<file path="src/rtl/cube_pkg.sv">
// Shared cube geometry, scan FSM encodings and cell addressing.
// The cube simulator and the display driver both import this package.
package cube_pkg;

   localparam int CUBE_DIM   = 8;
   localparam int CUBE_CELLS = CUBE_DIM * CUBE_DIM * CUBE_DIM;
   localparam int LAYER_BITS = CUBE_DIM * CUBE_DIM;
   localparam int COORD_W    = $clog2(CUBE_DIM);
   localparam int CELL_W     = $clog2(CUBE_CELLS);

   typedef enum logic [1:0] {
      ST_BLANK = 2'd0,
      ST_SHIFT = 2'd1,
      ST_LATCH = 2'd2,
      ST_ON    = 2'd3
   } scan_state_t;

   // y selects the display layer; x and z address a cell within it
   function automatic logic [CELL_W-1:0] cell_idx(input logic [COORD_W-1:0] x,
                                                  input logic [COORD_W-1:0] y,
                                                  input logic [COORD_W-1:0] z);
      return CELL_W'(x) + CELL_W'(y) * CELL_W'(CUBE_DIM) + CELL_W'(z) * CELL_W'(CUBE_DIM * CUBE_DIM);
   endfunction

endpackage

</file>
<file path="src/rtl/cube_shift_out.sv">
// Serialises one 64-bit layer word MSB first onto a 595-style chain.
// Each bit spends CLK_DIV clocks with the shift clock low, then CLK_DIV high.
module cube_shift_out
   import cube_pkg::*;
#(
   parameter int CLK_DIV = 2
)
(
   input  logic                  Clk,
   input  logic                  Reset,
   input  logic                  i_load,
   input  logic [LAYER_BITS-1:0] i_bits,
   output logic                  o_ser_data,
   output logic                  o_ser_clk,
   output logic                  o_done
);

   localparam int DIV_W = (CLK_DIV > 1) ? $clog2(CLK_DIV) : 1;
   localparam int BIT_W = $clog2(LAYER_BITS);
   localparam logic [DIV_W-1:0] DIV_LAST = DIV_W'(CLK_DIV - 1);
   localparam logic [BIT_W-1:0] BIT_LAST = BIT_W'(LAYER_BITS - 1);

   logic [LAYER_BITS-1:0] r_sr;
   logic [DIV_W-1:0]      r_div;
   logic [BIT_W-1:0]      r_bit;
   logic                  r_clk;
   logic                  r_busy;
   logic                  w_half_end;

   assign w_half_end = r_busy && (r_div == DIV_LAST);
   // done coincides with the last clock of the final high half-period
   assign o_done     = w_half_end && r_clk && (r_bit == BIT_LAST);
   assign o_ser_data = r_busy & r_sr[LAYER_BITS-1];
   assign o_ser_clk  = r_clk;

   always_ff @(posedge Clk or posedge Reset) begin
      if (Reset) begin
         r_sr   <= '0;
         r_div  <= '0;
         r_bit  <= '0;
         r_clk  <= 1'b0;
         r_busy <= 1'b0;
      end else if (i_load) begin
         r_sr   <= i_bits;
         r_div  <= '0;
         r_bit  <= '0;
         r_clk  <= 1'b0;
         r_busy <= 1'b1;
      end else if (r_busy) begin
         if (w_half_end) begin
            r_div <= '0;
            r_clk <= ~r_clk;
            if (r_clk) begin
               if (r_bit == BIT_LAST) begin
                  r_busy <= 1'b0;
               end else begin
                  r_bit <= r_bit + 1'b1;
                  r_sr  <= {r_sr[LAYER_BITS-2:0], 1'b0};
               end
            end
         end else begin
            r_div <= r_div + 1'b1;
         end
      end
   end

endmodule

</file>
<file path="src/rtl/cube_scan_driver.sv">
// Multiplexes the 8x8x8 LED cube one layer at a time from a per-refresh
// snapshot of the cell frame, feeding column data through a serial chain.
module cube_scan_driver
   import cube_pkg::*;
#(
   parameter int CLK_DIV      = 2,
   parameter int ON_CYCLES    = 1000,
   parameter int BLANK_CYCLES = 8
)
(
   input  logic                  Clk,
   input  logic                  Reset,
   input  logic [CUBE_CELLS-1:0] Cells,
   input  logic                  Enable,
   output logic                  ser_data,
   output logic                  ser_clk,
   output logic                  ser_latch,
   output logic                  ser_oe_n,
   output logic [CUBE_DIM-1:0]   layer_en,
   output logic [COORD_W-1:0]    cur_layer,
   output logic                  frame_start
);

   localparam int CNT_MAX = (ON_CYCLES > BLANK_CYCLES)
                          ? ((ON_CYCLES > CLK_DIV) ? ON_CYCLES : CLK_DIV)
                          : ((BLANK_CYCLES > CLK_DIV) ? BLANK_CYCLES : CLK_DIV);
   localparam int CNT_W = $clog2(CNT_MAX + 1);
   localparam logic [CNT_W-1:0] BLANK_LAST = CNT_W'(BLANK_CYCLES - 1);
   localparam logic [CNT_W-1:0] LATCH_LAST = CNT_W'(CLK_DIV - 1);
   localparam logic [CNT_W-1:0] ON_LAST    = CNT_W'(ON_CYCLES - 1);

   scan_state_t             r_state;
   logic [CNT_W-1:0]        r_cnt;
   logic [COORD_W-1:0]      r_layer;
   logic [CUBE_CELLS-1:0]   r_frame_buf;
   logic                    r_snap_pending;
   logic                    r_frame_start;

   scan_state_t             w_state_next;
   logic [CNT_W-1:0]        w_cnt_next;
   logic [COORD_W-1:0]      w_layer_next;
   logic                    w_pending_next;
   logic                    w_snap;
   logic                    w_load;
   logic                    w_done;
   logic [CUBE_CELLS-1:0]   w_src;
   logic [LAYER_BITS-1:0]   w_bits;

   // a snapshot and a shifter load can share one edge, so gather from Cells then
   assign w_snap = (r_state == ST_BLANK) && r_snap_pending && Enable;
   assign w_src  = w_snap ? Cells : r_frame_buf;

   for (genvar gi = 0; gi < LAYER_BITS; gi++) begin : g_gather
      assign w_bits[gi] = w_src[cell_idx(COORD_W'(gi % CUBE_DIM), r_layer,
                                         COORD_W'(gi / CUBE_DIM))];
   end

   cube_shift_out #(
      .CLK_DIV (CLK_DIV)
   ) u_shift (
      .Clk        (Clk),
      .Reset      (Reset),
      .i_load     (w_load),
      .i_bits     (w_bits),
      .o_ser_data (ser_data),
      .o_ser_clk  (ser_clk),
      .o_done     (w_done)
   );

   always_ff @(posedge Clk or posedge Reset) begin
      if (Reset) begin
         r_state        <= ST_BLANK;
         r_cnt          <= '0;
         r_layer        <= '0;
         r_frame_buf    <= '0;
         r_snap_pending <= 1'b1;
         r_frame_start  <= 1'b0;
      end else begin
         r_state        <= w_state_next;
         r_cnt          <= w_cnt_next;
         r_layer        <= w_layer_next;
         r_snap_pending <= w_pending_next;
         r_frame_start  <= w_snap;
         if (w_snap) begin
            r_frame_buf <= Cells;
         end
      end
   end

   always_comb begin
      w_state_next   = r_state;
      w_cnt_next     = r_cnt;
      w_layer_next   = r_layer;
      w_pending_next = r_snap_pending && !w_snap;
      w_load         = 1'b0;
      ser_latch      = 1'b0;
      ser_oe_n       = 1'b1;
      layer_en       = '0;
      case (r_state)
         ST_BLANK: begin
            if (r_cnt == BLANK_LAST) begin
               if (Enable) begin
                  w_state_next = ST_SHIFT;
                  w_cnt_next   = '0;
                  w_load       = 1'b1;
               end else if (r_layer == '0) begin
                  // holding before layer 0: refresh the frame once scanning resumes
                  w_pending_next = 1'b1;
               end
            end else begin
               w_cnt_next = r_cnt + 1'b1;
            end
         end
         ST_SHIFT: begin
            if (w_done) begin
               w_state_next = ST_LATCH;
               w_cnt_next   = '0;
            end
         end
         ST_LATCH: begin
            ser_latch = 1'b1;
            if (r_cnt == LATCH_LAST) begin
               w_state_next = ST_ON;
               w_cnt_next   = '0;
            end else begin
               w_cnt_next = r_cnt + 1'b1;
            end
         end
         ST_ON: begin
            ser_oe_n = 1'b0;
            layer_en = CUBE_DIM'(1) << r_layer;
            if (r_cnt == ON_LAST) begin
               w_state_next = ST_BLANK;
               w_cnt_next   = '0;
               w_layer_next = r_layer + 1'b1;
               if (r_layer == COORD_W'(CUBE_DIM - 1)) begin
                  w_pending_next = 1'b1;
               end
            end else begin
               w_cnt_next = r_cnt + 1'b1;
            end
         end
         default: begin
            w_state_next = ST_BLANK;
            w_cnt_next   = '0;
         end
      endcase
   end

   assign cur_layer   = r_layer;
   assign frame_start = r_frame_start;

endmodule
</file>
<file path="config.mk">
export PLATFORM = sky130hd
export DESIGN_NAME = cube_scan_driver
export DESIGN_NICKNAME = d
export VERILOG_FILES = /design/src/rtl/cube_pkg.sv /design/src/rtl/cube_shift_out.sv /design/src/rtl/cube_scan_driver.sv
export SDC_FILE = /design/constraint.sdc
export NUM_CORES = 1
export LEC_CHECK = 0
export ABC_CLOCK_PERIOD_IN_PS = 45100
export BUFFER_PORTS_ARGS = -buffer_cell sky130_fd_sc_hd__buf_2
export CORE_AREA = 2 2 174 304
export DETAILED_ROUTE_END_ITERATION = 8
export DIE_AREA = 0 0 176 306
export GPL_TIMING_DRIVEN = 1
export HOLD_SLACK_MARGIN = 0.12
export PLACE_DENSITY = 0.85
export SLEW_MARGIN = 30
export SYNTH_ARGS = -nofsm -noshare
export SYNTH_HDL_FRONTEND = slang
export SYNTH_SLANG_ARGS = --single-unit
export TNS_END_PERCENT = 10
</file>
<file path="constraint.sdc">
create_clock -name Clk -period 45.1 [get_ports Clk]
set_input_delay 0 -clock Clk [delete_from_list [all_inputs] [get_ports Clk]]
set_output_delay 0 -clock Clk [all_outputs]
set_load 0.02 [all_outputs]
</file>
==> results.md, run 1 <==
- Antenna-violating nets left: 0
- Vias in the first global route: about 28000
- Starting density of the core: 0.6044
- Placed cells: 3126
- Sequential fraction of the synthesis area: 0.4855
- WL/cell: 29.51 um
- Post-synth EDFFs: 0
- Synth Area in Compound Gates: 0.03762
- # Post-CTS Setup Buffers: 0
- Fin Setup TNS: 0 ns
- Critical Path Fanout Max: between 100 and 150
- Iter 0 DRT Violations: 2739
- Fin crit share: 0.1377
- Clock slew seen by the registers of the worst setup and hold paths: around 0.070 ns
- Synth Warn #: 0
- Via count: roughly 25000
- Synthesized area: between 30000 and 40000 um^2
- Fin Clk Skew: about 0.024 ns
- Maximum vdd drop: between 0.03 and 0.04 mV
- Vias per std cell: between 6 and 7
- Synth Area in XOR/XNOR: 0.002258
- Post-route insts no fill: between 3000 and 4000
- Cells after Synth: 2058
- Final Util: 0.8025
- Core box area: between 50000 and 60000 um^2
- Critical R2R Launch: r_state[0]
- Total GRT Usage: 0.4074
- Routability cong.: 0.8618
- Largest net degree at the start of global routing: about 160
- Synth Area in Simple Gates: 0.02851
- Run status: finished, final reports clean
- Die Width: around 180 um
- Clock sinks: 602
- Kind of critical path: register to register
- Worst Hold Slack: 0.1417 ns
- Final worst slack: between 30 and 40 ns
- Clock tree buffer depth: 3
- Max cap viols: 0
- Clk Latency, worst-skew pair: 0.60 ns
- Post-layout nets: 3554
- Pre-antenna DRT Iters: 8
- PostCTS Resize Cnt: 0
- P_leak: between 15 and 20 nW
- Crit. End Element: register
- Pwr dens: 27.33 nW/um^2
- Largest family of logic cells by synthesized area: multiplexers
- Layout area overhead: 32.77%
- Hold buffers post-CTS: between 500 and 600
- Drt drc: 0
- Critical Path Start: r_state[0]
- Ys async rst share: 1.000
- Adder and majority gate portion of the synthesized area: 0.005645
- DRT Wirelength: ~110000 um
- First-pass GRT wire length: approximately 160000 um
- Crit start category: register
- # rows: 110
- GRT overflow: 0
- Number of port buffers: 530
- Worst EP arrival: 6.63 ns
- Hold Vio Cnt, Final: 0
- CTS Buf Count: 54
- F_max: ~160 MHz
- Syn_area_per_cell: between 15 and 20 um^2
- Worst-Margin Slew: about 1.0 ns
- Initial antenna violation count: 45
- H-tree depth: 2
- Die height: 306 um
- Mux cell area share after synthesis: 0.4133
- Post-DP HPWL: 55310 um
- Die ar.: roughly 54000 um^2
- CTS tree: done
- Yosys cell types: 46
- Slew HR: 0.3235
- Clock root buffer: clkbuf_16
- Slew Limit Fails: 0
- Share of layout cells above drive strength 1: 0.4654
- Syn Nets: ~2600
- Fin crit period: between 6 and 7 ns
- Final setup fails: 0
- RSZ-0062 raised after global routing: false
- Yosys reg bits: ~600
- Worst EP required: between 40 and 50 ns
- Ys flop type: dfrtp_1
- Setup Slack @ Placement: roughly 39 ns
- Worst hold path class: input pin to async pin
- Num ports: roughly 530
[synthesized netlist by cell type (all sizes together) (2+ instances only)]
cell / number / area, um^2
clkbuf: 54 / 202.7
a31oi: 2 / 12.51
o21ai: 13 / 65.06
o31ai: 3 / 36.28
nand3: 5 / 25.02
a22o: 7 / 61.31
mux2: 519 / 5844
nor2: 19 / 73.82
a32o: 64 / 640.6
ha: 14 / 175.2
or3: 4 / 25.02
nand2: 140 / 525.5
and2: 3 / 18.77
dfrtp: 601 / 15040
mux4: 253 / 5698
inv: 13 / 48.80
or4: 2 / 18.77
xor2: 5 / 43.79
mux2i: 128 / 1281
and3: 10 / 62.56
nand4: 3 / 18.77
nor3: 7 / 57.55
a21oi: 63 / 315.3
nor2b: 3 / 18.77
buf: 109 / 586.8
xnor2: 3 / 26.28
[cells in the final DEF, fill, tap and decap left out, types with 11 or more instances in the layout]
cell           instances
clkinv_2              12
mux4_2               253
clkbuf_8              11
mux2_2               516
nor2_1                18
a32o_1                64
nand2_1              139
dfrtp_1              599
a21oi_1               63
clkbuf_1              13
ha_1                  14
dlygate4sd3_1        514
buf_4                 17
inv_1                 11
mux2i_1              128
clkbuf_16             57
diode_2               33
buf_2                530
[per-layer routing]
metal / part of all wire / wire length [um] / GRT usage
met5: 0.0014 / 159 / 0
met4: 0.094 / 10460 / 0.3217
met3: 0.094 / 10420 / 0.1085
met2: 0.49 / 54820 / 0.6713
met1: 0.32 / 35500 / 0.4438
[stage by stage]
stage	cell area [um^2]	total power [W]
2_1_floorplan	31030	0.0005588
3_3_place_gp	34010	0.0005888
3_5_place_dp	34040	0.0005910
4_1_cts	41060	0.001114
5_1_grt	41180	0.001152
6_report	41200	0.001126
[power breakdown]
group | internal (W) | switching, W | leakage, nW
sequential | 0.000540 | 0 | 8.02
clock | 0.000283 | 0.000217 | 0.925
combinational | 0.0000461 | 0.0000397 | 9.55
total | 0.000869 | 0.000257 | 18.5
[worst max-delay path: stages, from the launching register on]
cell and delay (ns):
dfrtp_1 0.41, inv_1 0.12, ha_1 0.31, and3_4 0.61
buf_12 0.42, buf_16 0.49, buf_4 0.70, buf_6 0.72
buf_4 0.77, mux4_2 0.40, nand2_1 0.07, a32o_1 0.31
a21oi_1 0.45
[logic make-up after synthesis]
family,Yosys count
adder cells (fa/ha/maj),14
AO/OA/AOI/OAI,156
buffers and inverters,177
AND/OR/NAND/NOR,201
flip-flops,602
XOR/XNOR,8
multiplexers,900
[final timing paths]
path / endpoint / slack (ns) / cells past startpoint
max: u_shift.r_sr[36] / 38.89 / 12
min: r_frame_buf[29] / 0.14 / 3
max reg2reg: u_shift.r_sr[36] / 38.89 / 12
min reg2reg: r_frame_buf[56] / 0.50 / 1
max in group asynchronous: u_shift.r_sr[28] / 42.90 / 5
min in group Clk: r_frame_buf[468] / 0.18 / 3
[area by class of cell]
cell class / count / area, um^2
Inverter: 14 / 61.31
Fill cell: 2348 / 10140
Sequential cell: 602 / 15070
Clock buffer: 81 / 1627
Tap cell: 672 / 840.8
Multi-Input combinational cell: 1279 / 15150
Clock inverter: 18 / 242.7
Antenna cell: 33 / 82.58
Timing Repair Buffer: 1074 / 8122
[state kept, by name (all words and copies together) (netlist names)]
| signal | count |
|---|---|
| u_shift.r_busy | 1 |
| u_shift.r_sr | 64 |
| u_shift.o_ser_clk | 1 |
| frame_start | 1 |
| r_frame_buf | 512 |
| u_shift.r_bit | 6 |
| u_shift.r_div | 1 |
| r_state | 2 |
| r_snap_pending | 1 |
| cur_layer | 3 |
| r_cnt | 10 |
Note: power is estimated with default switching activity, not from simulation.
==> run 2: changes to the inputs <==
--- a/config.mk
+++ b/config.mk
@@ -5,14 +5,14 @@
 export SDC_FILE = /design/constraint.sdc
 export NUM_CORES = 1
 export LEC_CHECK = 0
-export ABC_CLOCK_PERIOD_IN_PS = 45100
+export ABC_CLOCK_PERIOD_IN_PS = 5700
 export BUFFER_PORTS_ARGS = -buffer_cell sky130_fd_sc_hd__buf_2
-export CORE_AREA = 2 2 174 304
+export CORE_AREA = 2 2 188 329
 export DETAILED_ROUTE_END_ITERATION = 8
-export DIE_AREA = 0 0 176 306
+export DIE_AREA = 0 0 190 331
 export GPL_TIMING_DRIVEN = 1
 export HOLD_SLACK_MARGIN = 0.12
-export PLACE_DENSITY = 0.85
+export PLACE_DENSITY = 0.77
 export SLEW_MARGIN = 30
 export SYNTH_ARGS = -nofsm -noshare
 export SYNTH_HDL_FRONTEND = slang
==> constraint.sdc (replaced) <==
create_clock -name Clk -period 5.7 [get_ports Clk]
set_input_delay 0 -clock Clk [delete_from_list [all_inputs] [get_ports Clk]]
set_output_delay 0 -clock Clk [all_outputs]
set_load 0.02 [all_outputs]
==> run 2 against run 1 <==
Largest cell class unchanged. Final cell count up 3.8%. Flip-flop and latch count is the same. Worst hold slack better by 0.015 ns. Setup slack worse by 37 ns. Critical endpoint is now u_shift.r_sr[49]. Register-to-register slack worse by 37 ns. Wire length fell by 9.5%. Combinational power increased to 7.7 times the previous value.
==> results.md, run 2 (same netlist as run 1, synthesis figures left out) <==
- Run status: finished, final reports clean (unchanged)
- Max FFs per register: 512 (unchanged)
- R2r setup slk: 2.14 ns (was 38.89 ns)
- Commonest cells after routing, fill and taps aside: 599 x dfrtp_1, 530 x buf_2, 519 x dlygate4sd3_1, 516 x mux2_2, 253 x mux4_2 (was 599 x dfrtp_1, 530 x buf_2, 516 x mux2_2, 514 x dlygate4sd3_1, 253 x mux4_2)
- Fin Clk Skew: 0.01728 ns (was 0.02409 ns)
- Iter 0 DRT Violations: 1540 (was 2739)
- Core box area: 60000 um^2 (was 51340 um^2)
- Top flop regs: r_frame_buf x512, u_shift.r_sr x64, r_cnt x10 (unchanged)
- DRT Wirelength: 100800 um (was 111400 um)
- Commonest non-fill, non-tap cell in the layout: dfrtp_1 (unchanged)
- Worst hold path class: input pin to register (was input pin to async pin)
- Crit start category: register (unchanged)
- Crit. End Element: register (unchanged)
- F_max: 280.8 MHz (was 161.0 MHz)
- Die height: 331 um (was 306 um)
- Starting density of the core: 0.5171 (was 0.6044)
- Worst EP arrival: 4.02 ns (was 6.63 ns)
- Clk Latency, worst-skew pair: 0.62 ns (was 0.60 ns)
- Antenna-violating nets left: 0 (unchanged)
- Hold Vio Cnt, Final: 0 (unchanged)
- Fin crit share: 0.6248 (was 0.1377)
- Initial antenna violation count: 31 (was 45)
- Filler cells: 3653 (was 2348)
- GRT overflow: 0 (unchanged)
- Die ar.: 62890 um^2 (was 53860 um^2)
- Routability cong.: 0.8543 (was 0.8618)
- Largest net degree at the start of global routing: 180 (was 155)
- Clock sinks: 602 (unchanged)
- Clock tree buffer depth: 3 (unchanged)
- Vias in the first global route: 26951 (was 27917)
- Fin crit period: 3.561 ns (was 6.210 ns)
- Biggest register: r_frame_buf (unchanged)
- Kind of critical path: register to register (unchanged)
- Final Util: 0.6954 (was 0.8025)
- Maximum vdd drop: 0.3389 mV (was 0.03951 mV)
- Drt drc: 0 (unchanged)
- Pre-antenna DRT Iters: 7 (was 8)
- # rows: 119 (was 110)
- First-pass GRT wire length: 153100 um (was 164900 um)
- Fin Setup TNS: 0 ns (unchanged)
- Number of port buffers: 530 (unchanged)
- Max cap viols: 0 (unchanged)
- Hold buffers post-CTS: 519 (was 514)
- RSZ-0062 raised after global routing: false (unchanged)
- Worst Hold Slack: 0.1566 ns (was 0.1417 ns)
- H-tree depth: 2 (unchanged)
- Layout area overhead: 34.48% (was 32.77%)
- # Post-CTS Setup Buffers: 0 (unchanged)
- Pwr dens: 214.2 nW/um^2 (was 27.33 nW/um^2)
- Num ports: 531 (unchanged)
- CTS tree: done (unchanged)
- Share of layout cells above drive strength 1: 0.4695 (was 0.4654)
- P_leak: 18.64 nW (was 18.49 nW)
- WL/cell: 25.74 um (was 29.51 um)
- Worst-Margin Slew: 1.033 ns (was 1.015 ns)
- Slew HR: 0.3114 (was 0.3235)
- Post-layout nets: 3581 (was 3554)
- Via count: 24012 (was 25497)
- Worst EP required: 6.16 ns (was 45.52 ns)
- Final setup fails: 0 (unchanged)
- Slew Limit Fails: 0 (unchanged)
- Vias per std cell: 6.133 (was 6.758)
- Clock root buffer: clkbuf_16 (unchanged)
- Die Width: 190 um (was 176 um)
- PostCTS Resize Cnt: 0 (unchanged)
- Total GRT Usage: 0.3180 (was 0.4074)
- CTS Buf Count: 56 (was 54)
- Critical Path Fanout Max: 33 (was 115)
- Post-DP HPWL: 58350 um (was 55310 um)
- Clock slew seen by the registers of the worst setup and hold paths: 0.07 ns (about the same)
-- run 2: cell count changes in the layout (fill, tap and decap cells not counted), sizes merged --
cell | before | now
buf | 560 | 580
dlygate4sd3 | 514 | 519
clkinv | 13 | 9
clkinvlp | 1 | 5
inv | 12 | 14
diode | 33 | 34
-- run 2: final timing paths --
path | cells past startpoint | to | start
worst max-delay path | 10 | u_shift.r_sr[49] | r_state[0]
worst min-delay path | 3 | r_frame_buf[244] | Cells[244]
worst max register to register | 10 | u_shift.r_sr[49] | r_state[0]
worst min register to register | 1 | r_frame_buf[16] | r_frame_buf[16]
max in group asynchronous | 6 | r_frame_buf[329] | Reset
min in group asynchronous | 4 | u_shift.r_sr[49] | Reset
-- run 2: critical path: stages (launching register included) --
cell	delay (ns)
dfrtp_1	0.41
inv_1	0.13
ha_1	0.37
and3_4	0.63
buf_12	0.32
buf_12	0.27
buf_12	0.24
mux4_2	0.55
mux2i_1	0.21
a32o_1	0.17
a21oi_1	0.05
-- run 2: routing by layer --
layer / up-vias / share of wire / global-route usage
li1: 9943 / - / -
met1: 12296 / 0.35 / 0.3556
met2: 1355 / 0.52 / 0.5629
met3: 412 / 0.068 / 0.06287
met4: 6 / 0.062 / 0.1877
met5: - / 0.00035 / 0
-- run 2: area by class of cell --
type	instances	area, um^2	share of cell area
Sequential cell	602	15070	0.3612
Clock buffer	81	1657	0.03970
Clock inverter	20	275.3	0.006597
Antenna cell	34	85.08	0.002039
Timing Repair Buffer	1099	8438	0.2022
Tap cell	786	983.4	0.02357
Multi-Input combinational cell	1279	15160	0.3632
Inverter	14	57.56	0.001379
-- run 2: power breakdown --
group / switching (W) / internal [W]
logic: 0.000290 / 0.000372
clock network: 0.00172 / 0.00229
registers: 0 / 0.00427
-- run 2: through the flow --
step / cells / setup slack [ns] / cell area [um^2] / power, W
floorplan: 2058 / -2.510 / 31030 / 0.004423
global placement: 3258 / 2.122 / 34430 / 0.004666
detailed placement: 3259 / 2.279 / 34450 / 0.004682
CTS: 3879 / 2.242 / 41580 / 0.008938
global route: 3909 / 1.968 / 41710 / 0.009198
finish: 3915 / 2.139 / 41730 / 0.008938
